**src/rtl/edge_detector_mc_if.sv**
```systemverilog
// Bus bundle for edge_detector_mc: raw inputs, per-channel controls and event outputs.
// master = control/capture logic side, slave = detector side.
interface edge_detector_mc_if #(
  parameter int N_CH   = 4,
  parameter int FILT_W = 4
);
  logic [N_CH-1:0]   sig_i;
  logic [2*N_CH-1:0] mode_i;
  logic [FILT_W-1:0] filt_len_i;
  logic [N_CH-1:0]   clr_i;
  logic [N_CH-1:0]   level_o;
  logic [N_CH-1:0]   pulse_o;
  logic [N_CH-1:0]   sticky_o;
  logic              irq_o;
  logic [8*N_CH-1:0] cnt_o;

  modport master (
    output sig_i, mode_i, filt_len_i, clr_i,
    input  level_o, pulse_o, sticky_o, irq_o, cnt_o
  );

  modport slave (
    input  sig_i, mode_i, filt_len_i, clr_i,
    output level_o, pulse_o, sticky_o, irq_o, cnt_o
  );
endinterface

```
**src/rtl/edge_detector_mc.sv**
```systemverilog
// Multi-channel synchronised, debounced edge detector with sticky flags and irq.
// Optional 8-bit saturating per-channel event counters under EDGE_CNT_EN.
module edge_detector_mc_ch #(
  parameter int SYNC_STAGES = 2,
  parameter int FILT_W      = 4
) (
  input  logic              clk_i,
  input  logic              rst_an_i,
  input  logic              sig_i,
  input  logic [1:0]        mode_i,
  input  logic [FILT_W-1:0] filt_len_i,
  input  logic              clr_i,
  output logic              level_o,
  output logic              pulse_o,
  output logic              sticky_o,
  output logic [7:0]        cnt_o
);
  logic [SYNC_STAGES-1:0] sync_q;
  logic [FILT_W-1:0]      fc_q, fc_d;
  logic                   level_q, level_d;
  logic                   pulse_q, pulse_d;
  logic                   sticky_q, sticky_d;
  logic                   sync_k, ev;

  assign sync_k = sync_q[SYNC_STAGES-1];

  always_comb begin
    fc_d    = fc_q;
    level_d = level_q;
    if (sync_k == level_q) begin
      fc_d = '0;
    end else if (fc_q >= filt_len_i) begin
      level_d = sync_k;
      fc_d    = '0;
    end else begin
      fc_d = fc_q + 1'b1;
    end
    // Event is qualified against the mode seen on the edge that commits the level.
    ev       = (level_d & ~level_q & mode_i[0]) | (~level_d & level_q & mode_i[1]);
    pulse_d  = ev;
    sticky_d = ev | (sticky_q & ~clr_i);
  end

  always_ff @(posedge clk_i or negedge rst_an_i) begin
    if (!rst_an_i) begin
      sync_q   <= '0;
      fc_q     <= '0;
      level_q  <= 1'b0;
      pulse_q  <= 1'b0;
      sticky_q <= 1'b0;
    end else begin
      sync_q   <= {sync_q[SYNC_STAGES-2:0], sig_i};
      fc_q     <= fc_d;
      level_q  <= level_d;
      pulse_q  <= pulse_d;
      sticky_q <= sticky_d;
    end
  end

`ifdef EDGE_CNT_EN
  logic [7:0] cnt_q, cnt_d;

  always_comb begin
    cnt_d = cnt_q;
    if (clr_i)                    cnt_d = {7'd0, ev};
    else if (ev && cnt_q != 8'hFF) cnt_d = cnt_q + 8'd1;
  end

  always_ff @(posedge clk_i or negedge rst_an_i) begin
    if (!rst_an_i) cnt_q <= '0;
    else           cnt_q <= cnt_d;
  end

  assign cnt_o = cnt_q;
`else
  assign cnt_o = '0;
`endif

  assign level_o  = level_q;
  assign pulse_o  = pulse_q;
  assign sticky_o = sticky_q;
endmodule

module edge_detector_mc #(
  parameter int N_CH        = 4,
  parameter int SYNC_STAGES = 2,
  parameter int FILT_W      = 4
) (
  input logic               clk_i,
  input logic               rst_an_i,
  edge_detector_mc_if.slave bus
);
  generate
    if (SYNC_STAGES < 2 || SYNC_STAGES > 4) begin : g_bad_sync
      $error("edge_detector_mc: SYNC_STAGES must be 2..4");
    end
  endgenerate

  logic [N_CH-1:0]   level_w, pulse_w, sticky_w;
  logic [8*N_CH-1:0] cnt_w;

  for (genvar k = 0; k < N_CH; k++) begin : g_ch
    edge_detector_mc_ch #(
      .SYNC_STAGES(SYNC_STAGES),
      .FILT_W     (FILT_W)
    ) u_ch (
      .clk_i     (clk_i),
      .rst_an_i  (rst_an_i),
      .sig_i     (bus.sig_i[k]),
      .mode_i    (bus.mode_i[2*k +: 2]),
      .filt_len_i(bus.filt_len_i),
      .clr_i     (bus.clr_i[k]),
      .level_o   (level_w[k]),
      .pulse_o   (pulse_w[k]),
      .sticky_o  (sticky_w[k]),
      .cnt_o     (cnt_w[8*k +: 8])
    );
  end

  assign bus.level_o  = level_w;
  assign bus.pulse_o  = pulse_w;
  assign bus.sticky_o = sticky_w;
  assign bus.irq_o    = |sticky_w;
  assign bus.cnt_o    = cnt_w;
endmodule

```
**src/flat_wrapper.sv**
```systemverilog
// flat-port wrapper written by rule: the top's interface ports become plain ports
module edge_detector_mc_flat 
#(
  parameter int N_CH        = 4,
  parameter int SYNC_STAGES = 2,
  parameter int FILT_W      = 4
)
  (clk_i, rst_an_i, bus_sig_i, bus_mode_i, bus_filt_len_i, bus_clr_i, bus_level_o, bus_pulse_o, bus_sticky_o, bus_irq_o, bus_cnt_o);
  edge_detector_mc_if #(.N_CH(N_CH), .FILT_W(FILT_W)) bus_i ();
  input logic clk_i;
  input logic rst_an_i;
  input wire logic [$bits(bus_i.sig_i)-1:0] bus_sig_i;
  input wire logic [$bits(bus_i.mode_i)-1:0] bus_mode_i;
  input wire logic [$bits(bus_i.filt_len_i)-1:0] bus_filt_len_i;
  input wire logic [$bits(bus_i.clr_i)-1:0] bus_clr_i;
  output wire logic [$bits(bus_i.level_o)-1:0] bus_level_o;
  output wire logic [$bits(bus_i.pulse_o)-1:0] bus_pulse_o;
  output wire logic [$bits(bus_i.sticky_o)-1:0] bus_sticky_o;
  output wire logic [$bits(bus_i.irq_o)-1:0] bus_irq_o;
  output wire logic [$bits(bus_i.cnt_o)-1:0] bus_cnt_o;
  assign bus_i.sig_i = bus_sig_i;
  assign bus_i.mode_i = bus_mode_i;
  assign bus_i.filt_len_i = bus_filt_len_i;
  assign bus_i.clr_i = bus_clr_i;
  assign bus_level_o = bus_i.level_o;
  assign bus_pulse_o = bus_i.pulse_o;
  assign bus_sticky_o = bus_i.sticky_o;
  assign bus_irq_o = bus_i.irq_o;
  assign bus_cnt_o = bus_i.cnt_o;
  edge_detector_mc #(.N_CH(N_CH), .SYNC_STAGES(SYNC_STAGES), .FILT_W(FILT_W)) u_core (.clk_i(clk_i), .rst_an_i(rst_an_i), .bus(bus_i));
endmodule
```
**config.mk**
```make
export PLATFORM = sky130hd
export DESIGN_NAME = edge_detector_mc_flat
export DESIGN_NICKNAME = d
export VERILOG_FILES = /design/src/rtl/edge_detector_mc_if.sv /design/src/rtl/edge_detector_mc.sv /design/src/flat_wrapper.sv
export SDC_FILE = /design/constraint.sdc
export NUM_CORES = 1
export LEC_CHECK = 0
export CORE_ASPECT_RATIO = 2
export CORE_UTILIZATION = 45
export DETAILED_ROUTE_END_ITERATION = 10
export PLACE_DENSITY = 0.8
export SETUP_SLACK_MARGIN = 0.1
export SLEW_MARGIN = 0
export SYNTH_ARGS = -nofsm -noshare
export SYNTH_HDL_FRONTEND = slang
export SYNTH_SLANG_ARGS = --single-unit
```
**constraint.sdc**
```tcl
create_clock -name clk_i -period 3.6 [get_ports clk_i]
set_input_delay 0.36 -clock clk_i [delete_from_list [all_inputs] [get_ports clk_i]]
set_output_delay 0.36 -clock clk_i [all_outputs]
set_load 0.005 [all_outputs]
```
Yosys cells after proc, flatten, opt, wreduce, memory -nomap -nowiden
Cells that the tools add are included.
W data, S select, Z words.
- input bits: 22
- output and inout port bits: 45
- register bits: 36
- logic and storage cells: 89
- $lt $le $gt $ge: 4
- reductions and logical operators: 1
- muxes and demuxes: 16
- add/subtract/negate cells: 4
- equal/unequal tests: 4
- bitwise logic cells: 40
- operators with widths (operator ; count):
    $mux W4 ; 8
    $and A1 B1 Y1 ; 20
    $add A4 B1 Y4 const B ; 4
    $ge A4 B4 Y1 ; 4
    $not A1 Y1 ; 12
    $mux W1 ; 8
    $or A1 B1 Y1 ; 8
    $eq A1 B1 Y1 ; 4
    $reduce_or A4 Y1 ; 1

Logic depth before layout (Yosys ltp)
Gate-level depths: netlist of the first run.
- depth in word-level cells: 8
- depth in mapped cells: 6
- mapped depth without buffers: 6

Cells and area by module
Synthesis of the first run repeated with hierarchy kept, for this count alone.
- cells, all modules: 201
- area, all modules: 2089.5 sq um
- modules (own cells, without submodules) (module ; times used ; area each (sq um) ; cells an instance):
    edge_detector_mc_ch ; 4 ; 520.5 ; 50
    edge_detector_mc ; 1 ; 7.5 ; 1

Worst setup path before layout of the first run
OpenSTA, ideal clock, no wires.
- path kind: register to register
- start: reg u_core.g_ch[1].u_ch.fc_q[0]
- end: reg u_core.g_ch[1].u_ch.fc_q[1]
- arrival: 1.470 ns
- path buffers: 0
- cell stages (with the launch flop): 7
- setup slack: 2.064 ns
- cell sequence: dfrtp_1 > inv_1 > ha_1 > nand2b_4 > a2111oi_4 > or2_2 > and3_1
- longest elaborated chain between the ends: 3
- elaborated cells on any way between the ends: 4
- classes of those cells: add/sub (1); order compare (1); mux (2)
- ends and longest elaborated chain (what ; line ; source):
    start: declaration ; edge_detector_mc.sv:19 ; logic [FILT_W-1:0] fc_q, fc_d;
    start signal: assignment ; edge_detector_mc.sv:47 ; fc_q <= '0;
    start signal: assignment ; edge_detector_mc.sv:53 ; fc_q <= fc_d;
    $add A4 B1 Y4 or $ge A4 B4 Y1 (tied branches) ; edge_detector_mc.sv:36, edge_detector_mc.sv:32 ;
    $mux W4 (*) ; edge_detector_mc.sv:32 ; end else if (fc_q >= filt_len_i) begin
    $mux W4 (*) ; edge_detector_mc.sv:30 ; if (sync_k == level_q) begin
    named net u_core.g_ch[1].u_ch.fc_d[1] ; edge_detector_mc.sv:19 ;
Mark *: on every way through the listed nets, which the timed path passes. The rest lies on a longest branch.

Final worst setup path of the first run
- start: in bus_filt_len_i[0]
- end: reg u_core.g_ch[1].u_ch.fc_q[1]
- longest elaborated chain between the ends: 3
- ends and longest elaborated chain (what ; line ; source):
    start: declaration ; flat_wrapper.sv:14 ; input wire logic [$bits(bus_i.filt_len_i)-1:0] bus_filt_len_i;
    $ge A4 B4 Y1 ; edge_detector_mc.sv:32 ;
    $mux W4 ; edge_detector_mc.sv:32 ;
    $mux W4 ; edge_detector_mc.sv:30 ;
    named net u_core.g_ch[1].u_ch.fc_d[1] ; edge_detector_mc.sv:19 ;
The timed path passes the listed nets, and every way through them passes these cells.

==> out/qor.yml, run 1 <==
run_status: "finished, final reports clean"
post_drt_wl_per_cell_microns: 11.29
die_height_microns: 99.37
grt_max_degree: 37
root_buffer: "clkbuf_8"
core_area_sq_um: 4598
m1WireLength_microns: 1184
setup_slack_ns: 1.772
ys_top_cells_by_area: "dfrtp_1 42%, buf_4 15%, ha_1 12%"
final.period_utilization: 0.5079
hpwlAfterDp_microns: 2485
synthDominantAreaCellType: "dfrtp_1"
rows: 35
fin_crit_ns: 1.828
ios: 67
cts_sinks: 36
drt.antenna.violating_nets: 0
track_usage: 0.1447
place.gp.congestion: 0.7762
critPathKind: "in -> reg"
cts_resized: 0
path_cells: "clkdlybuf4s50_1 -> ha_1 -> nand2b_4 -> a2111oi_4 -> or2_2 -> and3_1"
min_from: "u_core.g_ch[2].u_ch.sync_q[0]"
yosysTopAreaCellShare: 0.4223
critPathSlowestCell: "clkdlybuf4s50_1"
top_layer: "met4"
final_cells: 286
crit_arrival_ns: 2.05
dp.cells: 278
finalPower_mw: 1.407
routed_wl_microns: 3230
clockBufferDepth: 2
diodes: 0
clock.fmax_mhz: 546.9
port-buffer-count: 34
slew_violations: 0
required_ns: 3.82
grt_pass1_wl_microns: 5409
dr_wl_met3_microns: 169
drc: 0
drt_iter0_markers: 15
critical_path_buf_inv_count: 1
peakVddDrop_uv: 445.3
startpoint: "bus_filt_len_i[0]"
r2r_start: "u_core.g_ch[0].u_ch.fc_q[0]"
die-area_sq_um: 5037
setup_viol: 0
synth_flop_cell: "dfrtp_1"
syn_area_per_cell_sq_um: 10.61
synth_warnings: 0
fin_skew_ns: 0.004795
grt_pass1_vias: 1300
rsz0062_at_grt: "no"
finalInstanceArea_sq_um: 2447
cts_max_level: 2
ys_seq_elements: 36
synth.cell_area_sq_um: 2133
startpoint_type: "input port"
synth_cells: 201
powerDensity_nw_per_um2: 575.0
cts_tree: "yes"
crit_family: "simple AND/OR/NAND/NOR gates"
placed_cell_area_sq_um: 2336
clock_latency_ns: 0.29
synth-async-reset-ratio: 1.000
place_ws_ns: 1.457
synth-edff-count: 0
drive_gt1_frac: 0.09091
start_util: 0.4639
grt-ovfl-total: 0
clk_pin_slew_ns: 0.07
cpPeakStageDelay_ns: 0.49
timing.final.hold_violations: 0
dr_wl_met2_microns: 1788
ctsHoldBuffers: 0
first_pass_iters: 4
leakagePower_nw: 1.197
maxCapViolCount: 0
cp-end-kind: "flip-flop"
ys_seq_area_frac: 0.4223
area_growth_pct: 14.72
dr_total_vias: 1343
ys_types: 20
cp_max_fo: 4
antenna_found_initial: 0
die_w_microns: 50.69
cts_buffers: 5
cts_setup_buffers: 0
num-nets-final: 272
fin_setup_tns_ns: 0
vias_per_cell: 4.696
hold_class: "reg -> reg"
[through the flow]
| step | util | hold WS [ns] |
|---|---|---|
| floorplan | - | 0.06441 |
| global placement | 0.5080 | 0.3339 |
| detailed placement | 0.5080 | 0.3381 |
| CTS | 0.5322 | 0.3543 |
| global route | 0.5322 | 0.3588 |
| finish | 0.5322 | 0.3481 |
[final timing paths]
kind / slack (ns) / end / cells after the start
setup / recovery: 1.77 / u_core.g_ch[1].u_ch.fc_q[1] / 6
hold / removal: 0.35 / u_core.g_ch[2].u_ch.sync_q[1] / 0
setup reg to reg: 1.92 / u_core.g_ch[0].u_ch.fc_q[1] / 6
hold reg to reg: 0.35 / u_core.g_ch[2].u_ch.sync_q[1] / 0
max in group asynchronous: 2.79 / u_core.g_ch[3].u_ch.fc_q[2] / 2
min in group asynchronous: 0.48 / u_core.g_ch[2].u_ch.pulse_o / 2
[layer usage]
layer	up-vias	global-route usage
met4	0	0.08974
met3	7	0.03058
met1	636	0.1463
li1	646	-
met5	-	0
met2	54	0.2595
[power breakdown]
part,internal (mW),switching [mW],total [mW]
sequential,0.484,0.0818,0.566
combinational,0.279,0.214,0.493
clock,0.205,0.143,0.348
[final cells by class]
cell class	count	area, sq um
Fill cell	426	2151
Multi-Input combinational cell	137	962.2
Sequential cell	36	900.9
Timing Repair Buffer	35	347.8
Clock buffer	5	68.82
Tap cell	55	68.82
Inverter	15	56.30
Clock inverter	3	42.54
[layout by cell type (no fill, tap or decap), types with 5 or more instances in the layout]
master / count
inv_1: 15
nor2_1: 24
conb_1: 32
clkbuf_8: 5
clkdlybuf4s50_1: 34
dfrtp_1: 36
o21ai_0: 10
ha_1: 20
xor2_1: 8
[registers in the layout, summed over array words and instances (netlist names)]
| name | count |
|---|---|
| u_core.g_ch.u_ch.fc_q | 16 |
| u_core.g_ch.u_ch.sync_q | 8 |
| u_core.g_ch.u_ch.pulse_o | 4 |
| u_core.g_ch.u_ch.sticky_o | 4 |
| u_core.g_ch.u_ch.level_o | 4 |
[cells in the mapped netlist, drive strengths merged, types with 8 or more instances]
library cell	instances
o21ai	12
inv	15
nor2	24
dfrtp	36
xor2	8
ha	20
buf	44
[worst reg2reg max path: cells and delay by family, from the launching register on]
family                     cells  cell delay (ns)
and+or+nand+nor                3             0.51
DFF                            1             0.41
AOI/OAI and AO/OA              1             0.37
adders and majority gates      1             0.27
buffers and inverters          1             0.07
[cells by family (layout without fill, tap and decap cells)]
kind of cell             Yosys count  in the layout  synth area share
AO/OA/AOI/OAI                     28             28            0.1173
XOR/XNOR                          12             12           0.04927
adder cells (fa/ha/maj)           20             20            0.1173
buffers and inverters             59             58            0.1812
flip-flops                        36             36            0.4223
other                              1             32          0.001758
AND/OR/NAND/NOR                   45             45            0.1108
Note: power is estimated with default switching activity, not from simulation.
==> inputs of run 2 (changes only) <==
Settings changed: CORE_UTILIZATION 45 to 42, PLACE_DENSITY 0.8 to 0.78.
Clock period 3.6 ns to 1.5 ns, I/O delays scaled along.
==> run 2 against run 1 <==
- the run now ends with setup timing left
- critical endpoint is now u_core.g_ch[0].u_ch.fc_q[1]
- clock skew down 0.0011 ns
- sequential power rose by 130%
- highest routed layer unchanged
- final cell count increased by 4.5%
- setup slack lost 1.9 ns
- critical path type unchanged
- global-route usage rose by 0.15 points
- total power grew to 2.6 times the previous value
- die area up 6.9%
- sequential share of layout area is 2.0 points lower
==> out/qor.yml, run 2 (same netlist as run 1, synthesis figures left out) <==
grt-ovfl-total: 0  # unchanged
drt.antenna.violating_nets: 0  # unchanged
fin_crit_ns: 1.591
mostFrequentLayoutCells: "34 x dfrtp_1, 32 x conb_1, 31 x clkdlybuf4s50_1"
drive_gt1_frac: 0.1777  # +0.08678
routed_wl_microns: 3509  # +8.6%
r2r_cells: 6  # unchanged
failed_checks: "setup timing"
crit_arrival_ns: 1.81  # -0.24 ns
post_drt_wl_per_cell_microns: 11.74  # +3.9%
start_util: 0.4385  # -0.02542
placed_cell_area_sq_um: 2421  # +3.6%
finalInstanceArea_sq_um: 2596  # +6.1%
setup_viol: 23  # +23
die-area_sq_um: 5386  # +6.9%
timing.final.hold_violations: 0  # unchanged
hpwlAfterDp_microns: 2683  # +8.0%
critPathKind: "in -> reg"
leakagePower_nw: 1.279  # +6.8%
powerDensity_nw_per_um2: 1396  # +140%
startpoint: "bus_filt_len_i[1]"
area_growth_pct: 21.70
startpoint_type: "input port"
largestRegisters: "u_core.g_ch.u_ch.fc_q: 16 flops, u_core.g_ch.u_ch.sync_q: 8 flops"
die_w_microns: 52.40  # +3.4%
clock_latency_ns: 0.28  # about the same
grt_pass1_vias: 1334  # +2.6%
rr_endpoint: "u_core.g_ch[2].u_ch.fc_q[1]"
final_cells: 299  # +4.5%
die_height_microns: 102.8  # +3.4%
final_common_cell: "dfrtp_1"
hold_slack_ns: 0.2345  # -0.1136 ns
drt_iter0_markers: 9  # -6
rrSetupSlack_ns: -0.06  # -1.98 ns
cts_sinks: 36  # unchanged
place.gp.congestion: 0.7517  # -3.2%
top_register: "u_core.g_ch.u_ch.fc_q"
first_pass_iters: 3  # -1
slew_violations: 0  # unchanged
required_ns: 1.72  # -2.10 ns
place_ws_ns: -0.4061  # -1.863 ns
drc: 0  # unchanged
antenna_found_initial: 0  # unchanged
maxCapViolCount: 0  # unchanged
cts_max_level: 2  # unchanged
cp_max_fo: 4  # unchanged
num-nets-final: 283  # +4.0%
r2r_start: "u_core.g_ch[2].u_ch.fc_q[0]"
final.period_utilization: 1.060
run_status: "finished, violations left"
dr_total_vias: 1373  # +2.2%
dp.cells: 288  # +3.6%
grt_pass1_wl_microns: 5727  # +5.9%
path_cells: "clkdlybuf4s50_1 -> inv_1 -> ha_1 -> a2111oi_4 -> or2_4 -> and3_1"
fin_skew_ns: 0.003682  # -0.001112 ns
rsz0062_at_grt: "yes"
cpPeakStageDelay_ns: 0.45  # -0.04 ns
vias_per_cell: 4.592  # -2.2%
track_usage: 0.1462  # +0.001488
rows: 36  # +2.9%
port-buffer-count: 34  # unchanged
clock.fmax_mhz: 628.7
peakVddDrop_uv: 950.6  # +110%
largest_reg_flops: 16  # unchanged
cp-end-kind: "flip-flop"
hold_class: "in -> async"
critPathSlowestCell: "clkdlybuf4s50_1"
setup_slack_ns: -0.09056  # -1.862 ns
cts_tree: "yes"
clk_pin_slew_ns: 0.07  # about the same
diodes: 0  # unchanged
ios: 67  # unchanged
root_buffer: "clkbuf_8"
utilization: 0.5337  # +0.001448
finalPower_mw: 3.624  # +160%
cts_buffers: 5  # unchanged
clockBufferDepth: 2  # unchanged
fill_cells: 441  # +3.5%
fin_setup_tns_ns: -1.106  # -1.106 ns
core_area_sq_um: 4865  # +5.8%
grt_max_degree: 37  # unchanged
-- run 2: routing by layer --
| layer | global-route usage | share of wire |
|---|---|---|
| met3 | 0.02212 | 0.038 |
| met4 | 0.07895 | 0.027 |
| met5 | 0 | 0 |
| met1 | 0.1572 | 0.39 |
| met2 | 0.2629 | 0.55 |
-- run 2: worst max-delay path by stage --
stage	to	slack, ns	cells past startpoint
after global routing	u_core.g_ch[3].u_ch.fc_q[1]	-0.18	6
after CTS	u_core.g_ch[2].u_ch.sticky_o	-0.07	6
after global placement	u_core.g_ch[1].u_ch.fc_q[1]	-0.36	6
after floorplan	u_core.g_ch[1].u_ch.fc_q[1]	0.02	6
final	u_core.g_ch[0].u_ch.fc_q[1]	-0.09	6
after detailed placement	u_core.g_ch[3].u_ch.fc_q[2]	-0.41	6
-- run 2: area by class of cell --
| cell class | instances | area, sq um | share of cell area |
|---|---|---|---|
| clock buffer | 6 | 72.57 | 0.02795 |
| inverter | 15 | 56.30 | 0.02169 |
| clock inverter | 2 | 35.03 | 0.01349 |
| sequential | 36 | 903.4 | 0.3480 |
| timing repair buffer | 46 | 442.9 | 0.1706 |
| multi-input combinational | 137 | 1015 | 0.3908 |
| tap | 57 | 71.32 | 0.02747 |
-- run 2: what timing repair did --
item                       CTS  global route
setup endpoints to repair   30            31
setup buffers                2             1
pin swaps                    3             4
resized for setup            9            11
hold buffers                 0             0
-- run 2: where the power goes --
group	switching [mW]	leakage, nW	internal (mW)
Combinational	0.638	0.757	0.853
Clock	0.316	0.0552	0.493
Sequential	0.156	0.466	1.17
-- run 2: worst max-delay path, delay by kind of cell --
family	cells	cell delay, ns
buffers and inverters	2	0.56
AO/OA/AOI/OAI	1	0.40
AND/OR/NAND/NOR	2	0.34
adder cells (fa/ha/maj)	1	0.35
